**config.mk**
```make
export PLATFORM = sky130hd
export DESIGN_NAME = id_ex_stage
export DESIGN_NICKNAME = d
export VERILOG_FILES = /design/src/rtl/cpu_pkg.sv /design/src/rtl/reg_file.sv /design/src/rtl/id_ex_stage.sv
export SDC_FILE = /design/constraint.sdc
export NUM_CORES = 2
export LEC_CHECK = 0
export CAP_MARGIN = 20
export CORE_ASPECT_RATIO = 0.6
export CORE_MARGIN = 1
export CORE_UTILIZATION = 25
export CTS_CLUSTER_SIZE = 25
export DETAILED_ROUTE_END_ITERATION = 10
export GPL_TIMING_DRIVEN = 1
export PLACE_DENSITY = 0.42
export SLEW_MARGIN = 15
export SYNTH_ARGS = -nofsm -noshare
export SYNTH_HDL_FRONTEND = slang
export SYNTH_SLANG_ARGS = --single-unit
```
**constraint.sdc**
```tcl
create_clock -name clk_i -period 2.7 [get_ports clk_i]
set_input_delay 0.54 -clock clk_i [delete_from_list [all_inputs] [get_ports clk_i]]
set_output_delay 0.54 -clock clk_i [all_outputs]
set_load 0.02 [all_outputs]
```
**src/rtl/cpu_pkg.sv**
```systemverilog
// rtl/cpu_pkg.sv - shared CPU constants, ALU opcodes and forwarding helpers
package cpu_pkg;

  localparam int XLEN = 32;
  localparam int AW   = 5;
  localparam int NREG = 32;

  // ALU opcodes shared with the ALU and the ALU controller
  localparam logic [2:0] ALU_AND = 3'd0;
  localparam logic [2:0] ALU_OR  = 3'd1;
  localparam logic [2:0] ALU_ADD = 3'd2;
  localparam logic [2:0] ALU_XOR = 3'd3;
  localparam logic [2:0] ALU_SLL = 3'd4;
  localparam logic [2:0] ALU_SRL = 3'd5;
  localparam logic [2:0] ALU_MUL = 3'd6;
  localparam logic [2:0] ALU_SUB = 3'd7;

  // Where a source operand comes from
  typedef enum logic [1:0] {
    FWD_ZERO = 2'd0,
    FWD_EX   = 2'd1,
    FWD_WB   = 2'd2,
    FWD_RF   = 2'd3
  } fwd_src_e;

  // x0 beats everything; the EX instruction is younger than the WB one, so it wins
  function automatic fwd_src_e fwd_select(input logic is_x0, input logic ex_hit,
                                          input logic wb_hit);
    if (is_x0)       return FWD_ZERO;
    else if (ex_hit) return FWD_EX;
    else if (wb_hit) return FWD_WB;
    else             return FWD_RF;
  endfunction

endpackage

```
**src/rtl/reg_file.sv**
```systemverilog
// rtl/reg_file.sv - integer register file, 2 async reads, 1 sync write, x0 hardwired to zero
module reg_file #(
  parameter int XLEN = cpu_pkg::XLEN,
  parameter int NREG = cpu_pkg::NREG,
  parameter int AW   = cpu_pkg::AW
) (
  input  logic            clk_i,
  input  logic            rst_n_i,
  input  logic            we_i,
  input  logic [AW-1:0]   waddr_i,
  input  logic [XLEN-1:0] wdata_i,
  input  logic [AW-1:0]   raddr1_i,
  input  logic [AW-1:0]   raddr2_i,
  output logic [XLEN-1:0] rdata1_o,
  output logic [XLEN-1:0] rdata2_o
);

  logic [XLEN-1:0] regs_q [NREG];

  // Clear every entry on reset; writes to x0 are dropped
  always_ff @(posedge clk_i or negedge rst_n_i) begin
    if (!rst_n_i) begin
      for (int i = 0; i < NREG; i++) begin
        regs_q[i] <= '0;
      end
    end else if (we_i && (waddr_i != '0)) begin
      regs_q[waddr_i] <= wdata_i;
    end
  end

  assign rdata1_o = (raddr1_i == '0) ? '0 : regs_q[raddr1_i];
  assign rdata2_o = (raddr2_i == '0) ? '0 : regs_q[raddr2_i];

endmodule

```
**src/rtl/id_ex_stage.sv**
```systemverilog
// rtl/id_ex_stage.sv - decode-to-execute stage with register file, EX/WB forwarding and stage registers
module id_ex_stage #(
  parameter int XLEN = cpu_pkg::XLEN,
  parameter int NREG = cpu_pkg::NREG,
  parameter int AW   = cpu_pkg::AW
) (
  input  logic            clk_i,
  input  logic            rst_n_i,
  input  logic            stall_i,
  input  logic            flush_i,
  input  logic            valid_i,
  input  logic [AW-1:0]   RS1addr_i,
  input  logic [AW-1:0]   RS2addr_i,
  input  logic [XLEN-1:0] imm_i,
  input  logic            ALUSrc_i,
  input  logic [2:0]      ALUCtrl_i,
  input  logic            RegWrite_i,
  input  logic [AW-1:0]   RDaddr_i,
  input  logic [XLEN-1:0] EXresult_i,
  input  logic            WBwrite_i,
  input  logic [AW-1:0]   WBaddr_i,
  input  logic [XLEN-1:0] WBdata_i,
  output logic [XLEN-1:0] data1_o,
  output logic [XLEN-1:0] data2_o,
  output logic [2:0]      ALUCtrl_o,
  output logic            RegWrite_o,
  output logic [AW-1:0]   RDaddr_o,
  output logic            valid_o
);

  import cpu_pkg::*;

  logic [XLEN-1:0] rf_rdata1;
  logic [XLEN-1:0] rf_rdata2;

  logic            valid_q,    valid_d;
  logic            regwrite_q, regwrite_d;
  logic [AW-1:0]   rd_q,       rd_d;
  logic [2:0]      aluctrl_q,  aluctrl_d;
  logic [XLEN-1:0] data1_q,    data1_d;
  logic [XLEN-1:0] data2_q,    data2_d;

  fwd_src_e        src1;
  fwd_src_e        src2;
  logic            ex_writes;
  logic [XLEN-1:0] rs1_val;
  logic [XLEN-1:0] rs2_val;

  reg_file #(
    .XLEN(XLEN),
    .NREG(NREG),
    .AW  (AW)
  ) u_reg_file (
    .clk_i   (clk_i),
    .rst_n_i (rst_n_i),
    .we_i    (WBwrite_i),
    .waddr_i (WBaddr_i),
    .wdata_i (WBdata_i),
    .raddr1_i(RS1addr_i),
    .raddr2_i(RS2addr_i),
    .rdata1_o(rf_rdata1),
    .rdata2_o(rf_rdata2)
  );

  // The instruction sitting on our outputs is the one the ALU is working on
  assign ex_writes = valid_q && regwrite_q;

  // Resolve both source operands: x0, then EX result, then WB write-through, then register file
  always_comb begin
    src1 = fwd_select(RS1addr_i == '0, ex_writes && (rd_q == RS1addr_i),
                      WBwrite_i && (WBaddr_i == RS1addr_i));
    src2 = fwd_select(RS2addr_i == '0, ex_writes && (rd_q == RS2addr_i),
                      WBwrite_i && (WBaddr_i == RS2addr_i));
    rs1_val = rf_rdata1;
    rs2_val = rf_rdata2;
    unique case (src1)
      FWD_ZERO: rs1_val = '0;
      FWD_EX:   rs1_val = EXresult_i;
      FWD_WB:   rs1_val = WBdata_i;
      default:  rs1_val = rf_rdata1;
    endcase
    unique case (src2)
      FWD_ZERO: rs2_val = '0;
      FWD_EX:   rs2_val = EXresult_i;
      FWD_WB:   rs2_val = WBdata_i;
      default:  rs2_val = rf_rdata2;
    endcase
  end

  // Next stage contents: flush inserts a bubble, stall holds, otherwise capture
  always_comb begin
    valid_d    = valid_q;
    regwrite_d = regwrite_q;
    rd_d       = rd_q;
    aluctrl_d  = aluctrl_q;
    data1_d    = data1_q;
    data2_d    = data2_q;
    if (flush_i) begin
      valid_d    = 1'b0;
      regwrite_d = 1'b0;
      rd_d       = '0;
      aluctrl_d  = '0;
      data1_d    = '0;
      data2_d    = '0;
    end else if (!stall_i) begin
      valid_d    = valid_i;
      regwrite_d = RegWrite_i && valid_i;
      rd_d       = RDaddr_i;
      aluctrl_d  = ALUCtrl_i;
      data1_d    = rs1_val;
      data2_d    = ALUSrc_i ? imm_i : rs2_val;
    end
  end

  // Stage registers, cleared asynchronously on reset
  always_ff @(posedge clk_i or negedge rst_n_i) begin
    if (!rst_n_i) begin
      valid_q    <= 1'b0;
      regwrite_q <= 1'b0;
      rd_q       <= '0;
      aluctrl_q  <= '0;
      data1_q    <= '0;
      data2_q    <= '0;
    end else begin
      valid_q    <= valid_d;
      regwrite_q <= regwrite_d;
      rd_q       <= rd_d;
      aluctrl_q  <= aluctrl_d;
      data1_q    <= data1_d;
      data2_q    <= data2_d;
    end
  end

  assign valid_o    = valid_q;
  assign RegWrite_o = regwrite_q;
  assign RDaddr_o   = rd_q;
  assign ALUCtrl_o  = aluctrl_q;
  assign data1_o    = data1_q;
  assign data2_o    = data2_q;

endmodule
```
# After elaboration in Yosys (flattened, before gate mapping)
# Cells that the tools add are included.
[word_totals] output_inout_bits=74 wordCells=99 ram_bits=0 n_memories=0 rom_bits=0 inputBits=127 regBits=1098 latch_bits=0
[op_classes] reduce_logical=13 shifts=0 multipliers=0 eq_ne=9 bitwise_logic=3 div=0 magnitude_cmp=4 add_sub_neg=0 muxes=32
[ops] op="1024-bit bitwise mux" count=1
[ops] op="32-bit two-way mux" count=12
[ops] op="32-bit binary-select mux with 5-bit select" count=2
[ops] op="32-bit one-hot mux with 3 select lines" count=2
[ops] op="32-bit demux with 5-bit select" count=1
[ops] op="5-bit equality test" count=4
[ops] op="6-bit greater-or-equal comparator (second input constant)" count=3
[ops] op="5-bit inverter with 6-bit output" count=3
[ops] op="5-bit logical NOT" count=2
[ops] op="5-bit two-way mux" count=2
[ops] op="1-bit logical AND" count=8
[ops] op="2-bit two-way mux" count=4
[ops] op="6-bit by 1-bit < comparator with 1-bit output (second input constant)" count=1
[ops] op="1-bit two-way mux" count=6
[ops] op="3-bit two-way mux" count=2
[ops] op="5-bit nonzero test" count=1
[ops] op="2-bit by 1-bit equality test with 1-bit output (second input constant)" count=2
[ops] op="2-bit equality test (second input constant)" count=2
[ops] op="2-bit logical NOT" count=2
[ops] op="2-bit by 1-bit != test with 1-bit output (second input constant)" count=1

# Depth between registers and ports, before layout
[logic_depth] depth_word=10 depth_mapped=10 mapped_depth_nobuf=6

# Cells and area by module
# From an unflattened synthesis, not the netlist that was laid out.
[unflattened] cells_unflattened=4194 hier_area_um2=59422.0
[modules_own_cells] mod="reg_file" seq_area_each_um2=25624.6 area_each_um2=54444.7 instances=1 cells_per_inst=3624
[modules_own_cells] mod="id_ex_stage" seq_area_each_um2=1851.8 area_each_um2=4977.3 instances=1 cells_per_inst=570

# Worst setup path after synthesis
# No wires, ideal clock.
[synth_timing] path_type="input to register" start="input port RS1addr_i[0]" end="register data1_q[10] (netlist: data1_o[10])" stages=8 t_arrival_ps=2077 setup_time_ps=122 path_buffers=3 required_ps=2578 setup_slack_ps=501 cell_sequence="buf_6 -> buf_6 -> buf_2 -> mux4_2 -> mux2i_1 -> a31oi_1 -> a31oi_1 -> o21ai_1"
[synth_via] elab_chain_len=9 word_cells_on_any_way=19 classes_between="eq/ne: 4; mux: 10; bitwise: 1; reduce/logical: 4"
[synth_rtl] item="start, declared" line="id_ex_stage.sv:12" text="input logic [AW-1:0] RS1addr_i,"
[synth_rtl] item="branches (longest 6 deep; another with 32-bit binary-select mux with 5-bit select)"
[synth_rtl] item="32-bit one-hot mux with 3 select lines *" line="id_ex_stage.sv:76" text="unique case (src1)"
[synth_rtl] item="32-bit two-way mux *" line="id_ex_stage.sv:105" text="end else if (!stall_i) begin"
[synth_rtl] item="32-bit two-way mux *" line="id_ex_stage.sv:98" text="if (flush_i) begin"
[synth_rtl] item="end signal, assigned" line="id_ex_stage.sv:129" text="data1_q <= data1_d;"
[synth_rtl] item="end, declared" line="id_ex_stage.sv:40" text="logic [XLEN-1:0] data1_q, data1_d;"
# Every way passes the cells marked *. The select of a mux whose other input is x is not followed.
# A chain may end at the register's enable or synchronous reset.

# Final worst setup path
[layout_timing] start="register data2_q[17] (netlist: data2_o[17])" end="output port data2_o[17]"
[layout_rtl] item="start, declared" line="id_ex_stage.sv:41" text="logic [XLEN-1:0] data2_q, data2_d;"
[layout_rtl] item="start signal, assigned" line="id_ex_stage.sv:130" text="data2_q <= data2_d;"
[layout_rtl] item="end, declared" line="id_ex_stage.sv:24" text="output logic [XLEN-1:0] data2_o,"
# No word-level cell between the ends.

==> metrics.json <==
{
  "clock_tree": {
    "cts.clk_slew.worst_paths_ps": 70,
    "numClockSinks": 1098,
    "insertion_delay_ps": 770,
    "post-cts-setup-buffers": 0,
    "cts-root-to-sink-buffers": 3,
    "cts_inserted_buffers": 117,
    "cts_tree": "done",
    "cts_root_buffer": "sky130_fd_sc_hd__clkbuf_16",
    "cts_htree_levels": 3
  },
  "sta": {
    "hold_violation_total_from_the_final_report": 0,
    "tightest_slew_ps": 844.2,
    "timing.hold.ws_ps": 249.9,
    "report.final.setup_viol": 0,
    "timing.final.crit_share": 0.9581,
    "slew-limit-headroom": 0.4372,
    "layout_min_cycle_time_ps": 2587,
    "layout_skew_ps": 47.81,
    "report.final.slew_viol_count": 0,
    "max_freq_mhz": 386.6,
    "setup_total_negative_slack_ps": 0,
    "setup_repair_after_global_routing_missed_its_margin": "no"
  },
  "grt": {
    "grt_antenna_before_repair": 12,
    "track_usage": 0.2148,
    "grt_first_pass_wirelength_um": 369900,
    "grt_start_max_net_pins": 79,
    "grt_pass1_vias": 44830,
    "global_route.overflow_total": 0
  },
  "finish": {
    "flow.area_growth_from_synthesis_pct": 24.40,
    "final_net_count": 5255,
    "commonest_cells_after_routing_fill_and_taps_aside": "1,098 x sky130_fd_sc_hd__dfrtp_1, 986 x sky130_fd_sc_hd__mux2_2, 721 x sky130_fd_sc_hd__mux2i_1",
    "fraction_of_final_layout_cells_sized_beyond_drive_strength_1": 0.4013,
    "layout.cells.most_common": "sky130_fd_sc_hd__dfrtp_1"
  },
  "route": {
    "drc": 0,
    "drt.antenna.violating_nets": 0,
    "vias_after_detailed_routing": 44170,
    "mean_routed_wirelength_per_cell_um": 31.65,
    "drt_wl_total_um": 265800,
    "dr.pass1.iters": 7,
    "detail_route.vias_per_cell": 5.260,
    "drt-initial-drc-count": 4293
  },
  "floorplan": {
    "initial_core_util": 0.2517,
    "floorplan.die.height_um": 382.4,
    "core_um2": 239500,
    "design.die.area_um2": 243200,
    "die_width_um": 636.0,
    "row_count": 139,
    "pin_count": 201
  },
  "placed_design": {
    "routabilityCongestion": 0.8640,
    "port-buffer-count": 200,
    "dp.final_hpwl_um": 185400
  },
  "power": {
    "leakagePower_nw": 33.18,
    "cellPowerDensity_nw_per_um2": 665.8,
    "irDropWorstVdd_mv": 0.5555
  },
  "yosys": {
    "synth_cell_type_count": 57,
    "syn_avg_cell_area_um2": 12.74,
    "cell_area_after_technology_mapping_um2": 60290,
    "yosys_register_bits": 1098,
    "sequential_share_of_the_synthesized_area": 0.4557,
    "async_reset_ff_frac": 1.000,
    "number_of_synthesis_warnings": 0,
    "dominantRegCellSynth": "sky130_fd_sc_hd__dfrtp_1",
    "syn_inst": 4734,
    "number_of_enable_type_register_cells_in_the_synthesized_netlist": 0,
    "synth_fp_nets": 4861
  },
  "worst_setup_path": {
    "critical_path_peak_fanout": 3,
    "cp_cell_sequence": "clkdlybuf4s50_1",
    "critical_path_required_time_ps": 2160,
    "critPathMaxStageDelay_ps": 690,
    "critical_path.startpoint": "data2_o[17]",
    "start_kind": "flip-flop",
    "worstRegToRegCells": 7,
    "source_of_the_worst_register_to_register_timing_path": "RDaddr_o[3]",
    "critPathCapture": "data2_o[17]",
    "reg2reg_to": "data2_o[24]",
    "timing.setup.critical_path_class": "flip-flop to primary output",
    "cpMaxStageDelayCell": "sky130_fd_sc_hd__clkdlybuf4s50_1",
    "timing.critical_path.buf_inv": 1,
    "cp_top_family": "buffers and inverters",
    "regToRegSetupSlack_ps": 410,
    "setup.worst_path.end_class": "primary output",
    "crit_cells": 1,
    "arrival_time_of_data_at_the_critical_path_endpoint_ps": 2050
  },
  "hold_path": {
    "hp-class": "input pin to flip-flop"
  },
  "flow_run": {
    "maxCapViolCount": 0
  },
  "status": {
    "run_status": "completed"
  }
}
## area by class of cell
cell class | instances | area [um2]
Fill cell | 23910 | 164500
Multi-Input combinational cell | 3086 | 30470
Sequential cell | 1098 | 27480
Timing Repair Buffer | 791 | 9075
Tap cell | 3172 | 3969
Clock buffer | 165 | 3361
Clock inverter | 44 | 506.7
Inverter | 34 | 130.1
Antenna cell | 7 | 17.52
## cells in the mapped netlist (all sizes together) (82+ instances only)
master / n / share of area
a21oi: 187 / 0.016
a22oi: 182 / 0.023
buf: 254 / 0.026
clkbuf: 262 / 0.016
dfrtp: 1098 / 0.46
mux2: 994 / 0.19
mux2i: 721 / 0.12
mux4: 203 / 0.076
nand2: 116 / 0.0072
nor2: 116 / 0.0074
nor3: 82 / 0.0071
o22ai: 98 / 0.010
## report_power, final
part	switching (mW)	total [mW]	leakage (nW)	internal [mW]
clock network	7.51	16.9	1.90	9.41
logic	5.29	11.2	17.2	5.88
registers	2.40	21.9	14.1	19.5
total	15.2	49.9	33.2	34.7
## layer usage
layer,share of wire,track usage,vias to the layer above
met4,0.024,0.05161,4
met2,0.41,0.3030,1562
met3,0.076,0.05072,298
met5,0.00012,0,-
li1,-,-,18630
met1,0.49,0.3257,23680
## worst min-delay path, cell delays in order
cell                      delay [ps]
sky130_fd_sc_hd__buf_4           130
sky130_fd_sc_hd__nor2b_4         130
sky130_fd_sc_hd__nand2_1         100
sky130_fd_sc_hd__o21ai_1          60
## cells by family (layout without fill, tap and decap cells)
logic type / after synthesis / after routing / synth area share
simple gates: 411 / 411 / 0.03146
compound gates: 737 / 737 / 0.08420
flops: 1098 / 1098 / 0.4557
xor+xnor: 20 / 20 / 0.002905
buf+inv: 550 / 1034 / 0.04425
other cells: 0 / 7 / 0
mux: 1918 / 1918 / 0.3814
## flip-flops by register name (all words and copies together), names as in the netlist
name and flops:
ALUCtrl_o 3, RDaddr_o 5, u_reg_file.regs_q 1024, data1_o 32, valid_o 1, data2_o 32, RegWrite_o 1
## worst min-delay path by stage
| stage | slack, ps | start | end | cells past startpoint |
|---|---|---|---|---|
| 6_report | 250 | flush_i | data1_o[31] | 4 |
| 2_1_floorplan | 240 | rst_n_i | ALUCtrl_o[0] | 0 |
| 4_1_cts | 190 | flush_i | data1_o[31] | 4 |
| 3_5_place_dp | 390 | u_reg_file.regs_q[1015] | u_reg_file.regs_q[1015] | 0 |
| 3_3_place_gp | 380 | u_reg_file.regs_q[996] | u_reg_file.regs_q[996] | 0 |
| 5_1_grt | 200 | flush_i | data1_o[31] | 4 |
## metrics by stage
stage / util / std cells / total power, mW / instance area [um2] / setup slack (ps)
floorplan: - / 4734 / 28.37 / 60290 / 500.6
global placement: 0.2969 / 8180 / 33.04 / 71110 / -470.6
detailed placement: 0.2969 / 8180 / 33.18 / 71110 / -479.0
CTS: 0.3131 / 8390 / 50.28 / 74980 / 86.30
global route: 0.3131 / 8392 / 52.16 / 74990 / 49.34
finish: 0.3132 / 8397 / 49.94 / 75000 / 113.1
## what timing repair did
| item | 4_1_cts | 5_1_grt |
|---|---|---|
| endpoints found under the hold margin | 27 | 0 |
| hold buffers | 1 | 0 |
| gates resized for setup | 0 | 0 |
Note: power is estimated with default switching activity, not from simulation.
